### src/rtl/ro_ctrl_pkg.sv
// Shared definitions for the ring-oscillator sweep controller.
//   - state_t  : sweep FSM states
//   - NUM_SEL / NUM_CH / CH_W / SEL_IDX_W : array geometry and index widths
//   - PT_W     : width of a linear (sel,ch) point index, including one past the end
//   - result_t : one measurement result {count, sel, ch, ovf}
package ro_ctrl_pkg;

  localparam int NUM_SEL   = 5;
  localparam int NUM_CH    = 16;
  localparam int CH_W      = 4;
  localparam int SEL_IDX_W = 3;
  localparam int CNT_W_MAX = 16;
  localparam int PT_W      = $clog2(NUM_SEL * NUM_CH + 1);

  typedef enum logic [2:0] {
    ST_IDLE,
    ST_SETUP,
    ST_SETTLE,
    ST_GATE,
    ST_REPORT,
    ST_ADVANCE,
    ST_DONE
  } state_t;

  typedef struct packed {
    logic [CNT_W_MAX-1:0] count;
    logic [SEL_IDX_W-1:0] sel;
    logic [CH_W-1:0]      ch;
    logic                 ovf;
  } result_t;

endpackage

### src/rtl/ro_edge_counter.sv
// Synchronises the asynchronous oscillator output, detects its rising edges
// and counts them with saturation.
//   clk   : system clock
//   rst_n : synchronous active-low reset
//   clr   : clear count and overflow flag
//   en    : count detected edges while high
//   ro    : asynchronous oscillator / mux output
//   count : saturating edge count
//   ovf   : set once count reaches its maximum
module ro_edge_counter
  import ro_ctrl_pkg::*;
#(
  parameter int CNT_W = 16
) (
  input  logic             clk,
  input  logic             rst_n,
  input  logic             clr,
  input  logic             en,
  input  logic             ro,
  output logic [CNT_W-1:0] count,
  output logic             ovf
);

  localparam logic [CNT_W-1:0] CNT_MAX = '1;

  // sync_reg[0..1] is the two-flop synchroniser, sync_reg[2] the edge-detect flop
  logic [2:0]       sync_reg;
  logic [CNT_W-1:0] count_reg;
  logic             ovf_reg;
  logic             rise;

  assign rise = sync_reg[1] & ~sync_reg[2];

  always_ff @(posedge clk) begin
    if (!rst_n) begin
      sync_reg  <= '0;
      count_reg <= '0;
      ovf_reg   <= 1'b0;
    end else begin
      sync_reg <= {sync_reg[1:0], ro};
      if (clr) begin
        count_reg <= '0;
        ovf_reg   <= 1'b0;
      end else if (en && rise && (count_reg != CNT_MAX)) begin
        count_reg <= count_reg + 1'b1;
        // flag as soon as the counter lands on its ceiling: any further
        // edges are lost, so the value can no longer be trusted as exact
        if (count_reg == CNT_MAX - 1'b1) begin
          ovf_reg <= 1'b1;
        end
      end
    end
  end

  assign count = count_reg;
  assign ovf   = ovf_reg;

endmodule

### src/rtl/ro_sweep_ctrl.sv
// Sweep sequencer for the ring-oscillator characterisation array.
// Walks every enabled (stage select, mux channel) point, sel outer / ch inner:
// SETUP -> SETTLE (start high, not counting) -> GATE (start high, counting)
// -> REPORT (valid/ready handshake) -> ADVANCE to the next enabled point.
//   wb_clk_i, wb_rst_n_i      : clock, synchronous active-low reset
//   go_i, abort_i             : start a sweep / force back to idle
//   ch_mask_i, sel_mask_i     : points to measure, captured on go_i
//   ro_i                      : asynchronous oscillator mux output
//   s_o, start_o, mux_sel_o   : oscillator stage select, enable, mux select
//   busy_o, done_o            : sweep in progress / sweep finished pulse
//   res_valid_o, res_ready_i  : result handshake
//   res_count_o, res_sel_o, res_ch_o, res_ovf_o : result payload
module ro_sweep_ctrl
  import ro_ctrl_pkg::*;
#(
  parameter int SETTLE_CYCLES = 16,
  parameter int GATE_CYCLES   = 1024,
  parameter int CNT_W         = 16
) (
  input  logic                 wb_clk_i,
  input  logic                 wb_rst_n_i,
  input  logic                 go_i,
  input  logic                 abort_i,
  input  logic [NUM_CH-1:0]    ch_mask_i,
  input  logic [NUM_SEL-1:0]   sel_mask_i,
  input  logic                 ro_i,
  output logic [NUM_SEL-1:0]   s_o,
  output logic                 start_o,
  output logic [CH_W-1:0]      mux_sel_o,
  output logic                 busy_o,
  output logic                 done_o,
  output logic                 res_valid_o,
  input  logic                 res_ready_i,
  output logic [CNT_W-1:0]     res_count_o,
  output logic [SEL_IDX_W-1:0] res_sel_o,
  output logic [CH_W-1:0]      res_ch_o,
  output logic                 res_ovf_o
);

  localparam int TMR_MAX = (GATE_CYCLES > SETTLE_CYCLES) ? GATE_CYCLES : SETTLE_CYCLES;
  localparam int TMR_W   = $clog2(TMR_MAX + 1);
  localparam logic [TMR_W-1:0] SETTLE_LAST = TMR_W'(SETTLE_CYCLES - 1);
  localparam logic [TMR_W-1:0] GATE_LAST   = TMR_W'(GATE_CYCLES - 1);

  state_t               state_reg, state_next;
  logic [NUM_SEL-1:0]   sel_mask_reg, sel_mask_next;
  logic [NUM_CH-1:0]    ch_mask_reg, ch_mask_next;
  logic [SEL_IDX_W-1:0] cur_sel_reg, cur_sel_next;
  logic [CH_W-1:0]      cur_ch_reg, cur_ch_next;
  logic [PT_W-1:0]      scan_reg, scan_next;   // first linear point eligible for the next search
  logic [TMR_W-1:0]     timer_reg, timer_next;

  logic                 hit_found;
  logic [SEL_IDX_W-1:0] hit_sel;
  logic [CH_W-1:0]      hit_ch;

  // Priority search for the first enabled point at or after scan_reg.
  // Scanning downward lets the lowest matching index win the last assignment.
  always_comb begin
    hit_found = 1'b0;
    hit_sel   = '0;
    hit_ch    = '0;
    for (int s = NUM_SEL - 1; s >= 0; s--) begin
      for (int c = NUM_CH - 1; c >= 0; c--) begin
        if (sel_mask_reg[SEL_IDX_W'(s)] && ch_mask_reg[CH_W'(c)] &&
            ((s * NUM_CH + c) >= int'(scan_reg))) begin
          hit_found = 1'b1;
          hit_sel   = SEL_IDX_W'(s);
          hit_ch    = CH_W'(c);
        end
      end
    end
  end

  always_comb begin
    state_next    = state_reg;
    sel_mask_next = sel_mask_reg;
    ch_mask_next  = ch_mask_reg;
    cur_sel_next  = cur_sel_reg;
    cur_ch_next   = cur_ch_reg;
    scan_next     = scan_reg;
    timer_next    = timer_reg;
    case (state_reg)
      ST_IDLE: begin
        if (go_i && !abort_i) begin
          sel_mask_next = sel_mask_i;
          ch_mask_next  = ch_mask_i;
          scan_next     = '0;
          state_next    = ST_ADVANCE;
        end
      end
      ST_ADVANCE: begin
        if (hit_found) begin
          cur_sel_next = hit_sel;
          cur_ch_next  = hit_ch;
          state_next   = ST_SETUP;
        end else begin
          state_next = ST_DONE;
        end
      end
      ST_SETUP: begin
        timer_next = '0;
        state_next = ST_SETTLE;
      end
      ST_SETTLE: begin
        if (timer_reg == SETTLE_LAST) begin
          timer_next = '0;
          state_next = ST_GATE;
        end else begin
          timer_next = timer_reg + 1'b1;
        end
      end
      ST_GATE: begin
        if (timer_reg == GATE_LAST) begin
          state_next = ST_REPORT;
        end else begin
          timer_next = timer_reg + 1'b1;
        end
      end
      ST_REPORT: begin
        if (res_ready_i) begin
          // NUM_CH is a power of two, so {sel,ch} is the linear point index
          scan_next  = PT_W'({cur_sel_reg, cur_ch_reg}) + PT_W'(1);
          state_next = ST_ADVANCE;
        end
      end
      ST_DONE: begin
        state_next = ST_IDLE;
      end
      default: begin
        state_next = ST_IDLE;
      end
    endcase
    if (abort_i && (state_reg != ST_IDLE)) begin
      state_next = ST_IDLE;
    end
  end

  always_ff @(posedge wb_clk_i) begin
    if (!wb_rst_n_i) begin
      state_reg    <= ST_IDLE;
      sel_mask_reg <= '0;
      ch_mask_reg  <= '0;
      cur_sel_reg  <= '0;
      cur_ch_reg   <= '0;
      scan_reg     <= '0;
      timer_reg    <= '0;
    end else begin
      state_reg    <= state_next;
      sel_mask_reg <= sel_mask_next;
      ch_mask_reg  <= ch_mask_next;
      cur_sel_reg  <= cur_sel_next;
      cur_ch_reg   <= cur_ch_next;
      scan_reg     <= scan_next;
      timer_reg    <= timer_next;
    end
  end

  // The counter is frozen outside GATE and cleared only in SETUP, so it
  // doubles as the result hold register for the whole REPORT phase.
  ro_edge_counter #(
    .CNT_W (CNT_W)
  ) u_edge_counter (
    .clk   (wb_clk_i),
    .rst_n (wb_rst_n_i),
    .clr   (state_reg == ST_SETUP),
    .en    (state_reg == ST_GATE),
    .ro    (ro_i),
    .count (res_count_o),
    .ovf   (res_ovf_o)
  );

  logic point_active;

  always_comb begin
    point_active = (state_reg == ST_SETUP) || (state_reg == ST_SETTLE) ||
                   (state_reg == ST_GATE)  || (state_reg == ST_REPORT);
    s_o          = '0;
    mux_sel_o    = '0;
    if (point_active) begin
      // cur_sel_reg never exceeds NUM_SEL-1, so this is always one-hot
      s_o       = NUM_SEL'(1) << cur_sel_reg;
      mux_sel_o = cur_ch_reg;
    end
    start_o     = (state_reg == ST_SETTLE) || (state_reg == ST_GATE);
    busy_o      = (state_reg != ST_IDLE) && (state_reg != ST_DONE);
    done_o      = (state_reg == ST_DONE);
    res_valid_o = (state_reg == ST_REPORT);
    res_sel_o   = cur_sel_reg;
    res_ch_o    = cur_ch_reg;
  end

endmodule
### config.mk
export PLATFORM = sky130hd
export DESIGN_NAME = ro_sweep_ctrl
export DESIGN_NICKNAME = d
export VERILOG_FILES = /design/src/rtl/ro_ctrl_pkg.sv /design/src/rtl/ro_edge_counter.sv /design/src/rtl/ro_sweep_ctrl.sv
export SDC_FILE = /design/constraint.sdc
export NUM_CORES = 1
export LEC_CHECK = 0
export ABC_AREA = 1
export CORE_UTILIZATION = 50
export CTS_CLUSTER_DIAMETER = 100
export DETAILED_ROUTE_END_ITERATION = 10
export PLACE_DENSITY_LB_ADDON = 0.25
export SLEW_MARGIN = 20
export SYNTH_ARGS = -nofsm -noshare
export SYNTH_HDL_FRONTEND = slang
export SYNTH_HIERARCHICAL = 1
export SYNTH_SLANG_ARGS = --single-unit
export TNS_END_PERCENT = 10
### constraint.sdc
create_clock -name wb_clk_i -period 2.9 [get_ports wb_clk_i]
set_clock_uncertainty 0.2 [all_clocks]
set_input_delay 0.29 -clock wb_clk_i [delete_from_list [all_inputs] [get_ports wb_clk_i]]
set_output_delay 0.29 -clock wb_clk_i [all_outputs]
set_load 0.01 [all_outputs]
==> run metrics <==
number of flops mapped to enable cells by yosys=0; clk sink count=57; Syn Std Cell Area=0.00363 mm²; Hold Path Cell Cnt=2; Finished Core Util=64.6%; critical path's slowest cell=clkdlybuf4s50_1; Final ANT Viol Nets=0; Final Cell Area=0.00446 mm²; reg2reg start=scan_reg[3]; net switching power=1.01 mW; row cnt=30; Cell Chain, Critical Path=inv_1 -> nor2_1 -> nor3_2 -> nor3_1 -> clkdlybuf4s50_1; final hold vios=0; die width=87.2 µm; vias in the first global route=3,615; FF+latch count, synth=57; Post-DP HPWL=7130 µm; vias per inst=5.15; core area=0.00691 mm²; Comb pwr share=36.4%; Clock Tree Buf Depth=2; Critical Path AT=2150 ps; Mapped Cells=582; worst-case headroom to the max-slew limit=65.3%; XOR/XNOR share of the synthesized area=2.17%; top layer in use=met4; initial antenna violation count=0; area of the die=0.00761 mm²; reg2reg path depth=32; min-delay src=u_edge_counter/sync_reg[1]; largest net degree at the start of global routing=21; Antenna diodes=0; Vias=3,841; placer congestion estimate=0.944; setup TNS=0 ps; Synth Area in Compound Gates=16.1%; largest family of logic cells by synthesized area=simple AND/OR/NAND/NOR gates; Hold Buf Count CTS=0; share of layout cells above drive strength 1=10.2%; Post-DP Area=0.00424 mm²; Leakage=1.86 nW; Max Slew Vio Count=0; TritonRoute pass-1 iters=5; register area share after synthesis=31.4%; multiplexer share of the synthesized area=0%; area of the multi-input gates=0.00207 mm²; startpoint class of the critical path=register; final setup fails=0; Yosys cell types=41; wire per inst=12.3 µm; PwrDens=564 mW/mm²; met1 wire length=4440 µm; CTS Buf Count=9; Least-Margin Pin Slew=519 ps; clock share of power=25.4%; PortBufs=50; drt drc=0; commonest cells after routing, fill and taps aside=nand2_1, inv_1, nor2_1; commonest non-fill, non-tap cell in the layout=nand2_1; root buf cell=clkbuf_8; total global routing overflow=0; CP endpoint kind=output pin; first-pass GRT wire length=16,000 µm; Worst-path clk slew=70 ps; adder-cell share of the synthesized area=1.38%; max reg flops=16; DR WL met3=470 µm; dominant synthesized flop cell=dfxtp_1; HP Class=reg2reg; post-placement cell count=727; Seq. cell area=0.00115 mm²; Starting Density=52.6%; Max stage delay on crit path=570 ps; DRT Wirelength=9170 µm; Non-Filler Instances=746; crit-path max FO=7; Min Hold Slack=226 ps; CTS tree=built; ys async rst share=0%; CTS H-Tree Depth=3; status=finished clean; Post-Synth Simple-Gate Area=36.7%; Tmin final=2640 ps; NumNets Final=676; crit path kind=reg2out; Worst Setup SP=state_reg[2]; Final period util=91.0%; peak supply drop=0.345 mV; Net Sw Frac=40.2%; max-cap violations=0; dpl ws=126 ps; Ports=64; GRT Resource Usage Total=26.5%; Area growth syn-to-layout=22.8%; DIE HEIGHT=87.2 µm; RSZ-0062 raised after global routing=true; Internal Power=1.51 mW; Ys Warns=6; final worst-path setup slack=262 ps; fillers=689; sequential power share=38.2%; syn_area_per_cell=6.24 µm²; DRT iter0 DRCs=251; DR WL met2=4140 µm; Skew-Pair Late Insertion Delay=340 ps; Final Total Pwr=2.52 mW; Worst EP required=2410 ps; Fmax achieved=379 MHz
[cell families after synthesis]
| group | count (synthesis) |
|---|---|
| adder cells (fa/ha/maj) | 4 |
| AND/OR/NAND/NOR | 307 |
| AO/OA/AOI/OAI | 96 |
| other | 1 |
| buffers and inverters | 108 |
| flip-flops | 57 |
| XOR/XNOR | 9 |
[power groups by stage]
stage / registers (mW) / clock network, mW / logic (mW)
floorplan: 0.929 / 0 / 0.650
global placement: 0.971 / 0 / 0.883
detailed placement: 0.971 / 0 / 0.892
CTS: 0.954 / 0.654 / 0.898
global route: 0.973 / 0.698 / 1.04
finish: 0.963 / 0.638 / 0.916
[cell type report]
class,count,share of cell area [%]
clock inverters,7,1.04
repair buffers,61,13.1
clock buffers,9,2.78
multi-input cells,420,46.5
well taps,96,2.69
inverters,96,8.11
flip-flops and latches,57,25.8
[critical path: cells and delay by family (launching register included)]
family | cells | cell delay [ps]
buffers and inverters | 2 | 710
AND/OR/NAND/NOR | 3 | 660
flip-flops | 1 | 450
[final timing paths]
path | endpoint | slack, ps
setup / recovery | s_o[2] | 260
hold / removal | u_edge_counter/sync_reg[2] | 230
setup reg to reg | res_ch_o[0] | 280
hold reg to reg | u_edge_counter/sync_reg[2] | 230
[cell usage after synthesis, types with 5 or more instances]
| master | n | area [µm²] |
|---|---|---|
| a211oi_1 | 7 | 52.6 |
| a21oi_1 | 41 | 205 |
| a31oi_1 | 5 | 31.3 |
| buf_4 | 5 | 37.5 |
| dfxtp_1 | 57 | 1140 |
| inv_1 | 87 | 327 |
| inv_2 | 5 | 18.8 |
| nand2_1 | 147 | 552 |
| nand2_2 | 5 | 31.3 |
| nand3_1 | 24 | 120 |
| nand4_1 | 11 | 68.8 |
| nor2_1 | 78 | 293 |
| nor2_2 | 5 | 31.3 |
| nor3_1 | 25 | 125 |
| o211ai_1 | 6 | 45.0 |
| o21ai_0 | 25 | 125 |
| xor2_1 | 7 | 61.3 |
[repair_timing]
action	CTS	global route
endpoints found under the setup margin	0	8
setup buffers	0	3
gates resized for setup	0	10
[routing by layer]
layer / vias to the layer above / GRT usage, %
li1: 1994 / -
met1: 1723 / 35.3
met2: 111 / 43.6
met3: 13 / 4.55
met4: 0 / 8.49
met5: - / 0
(Power assumes the default switching activity.)
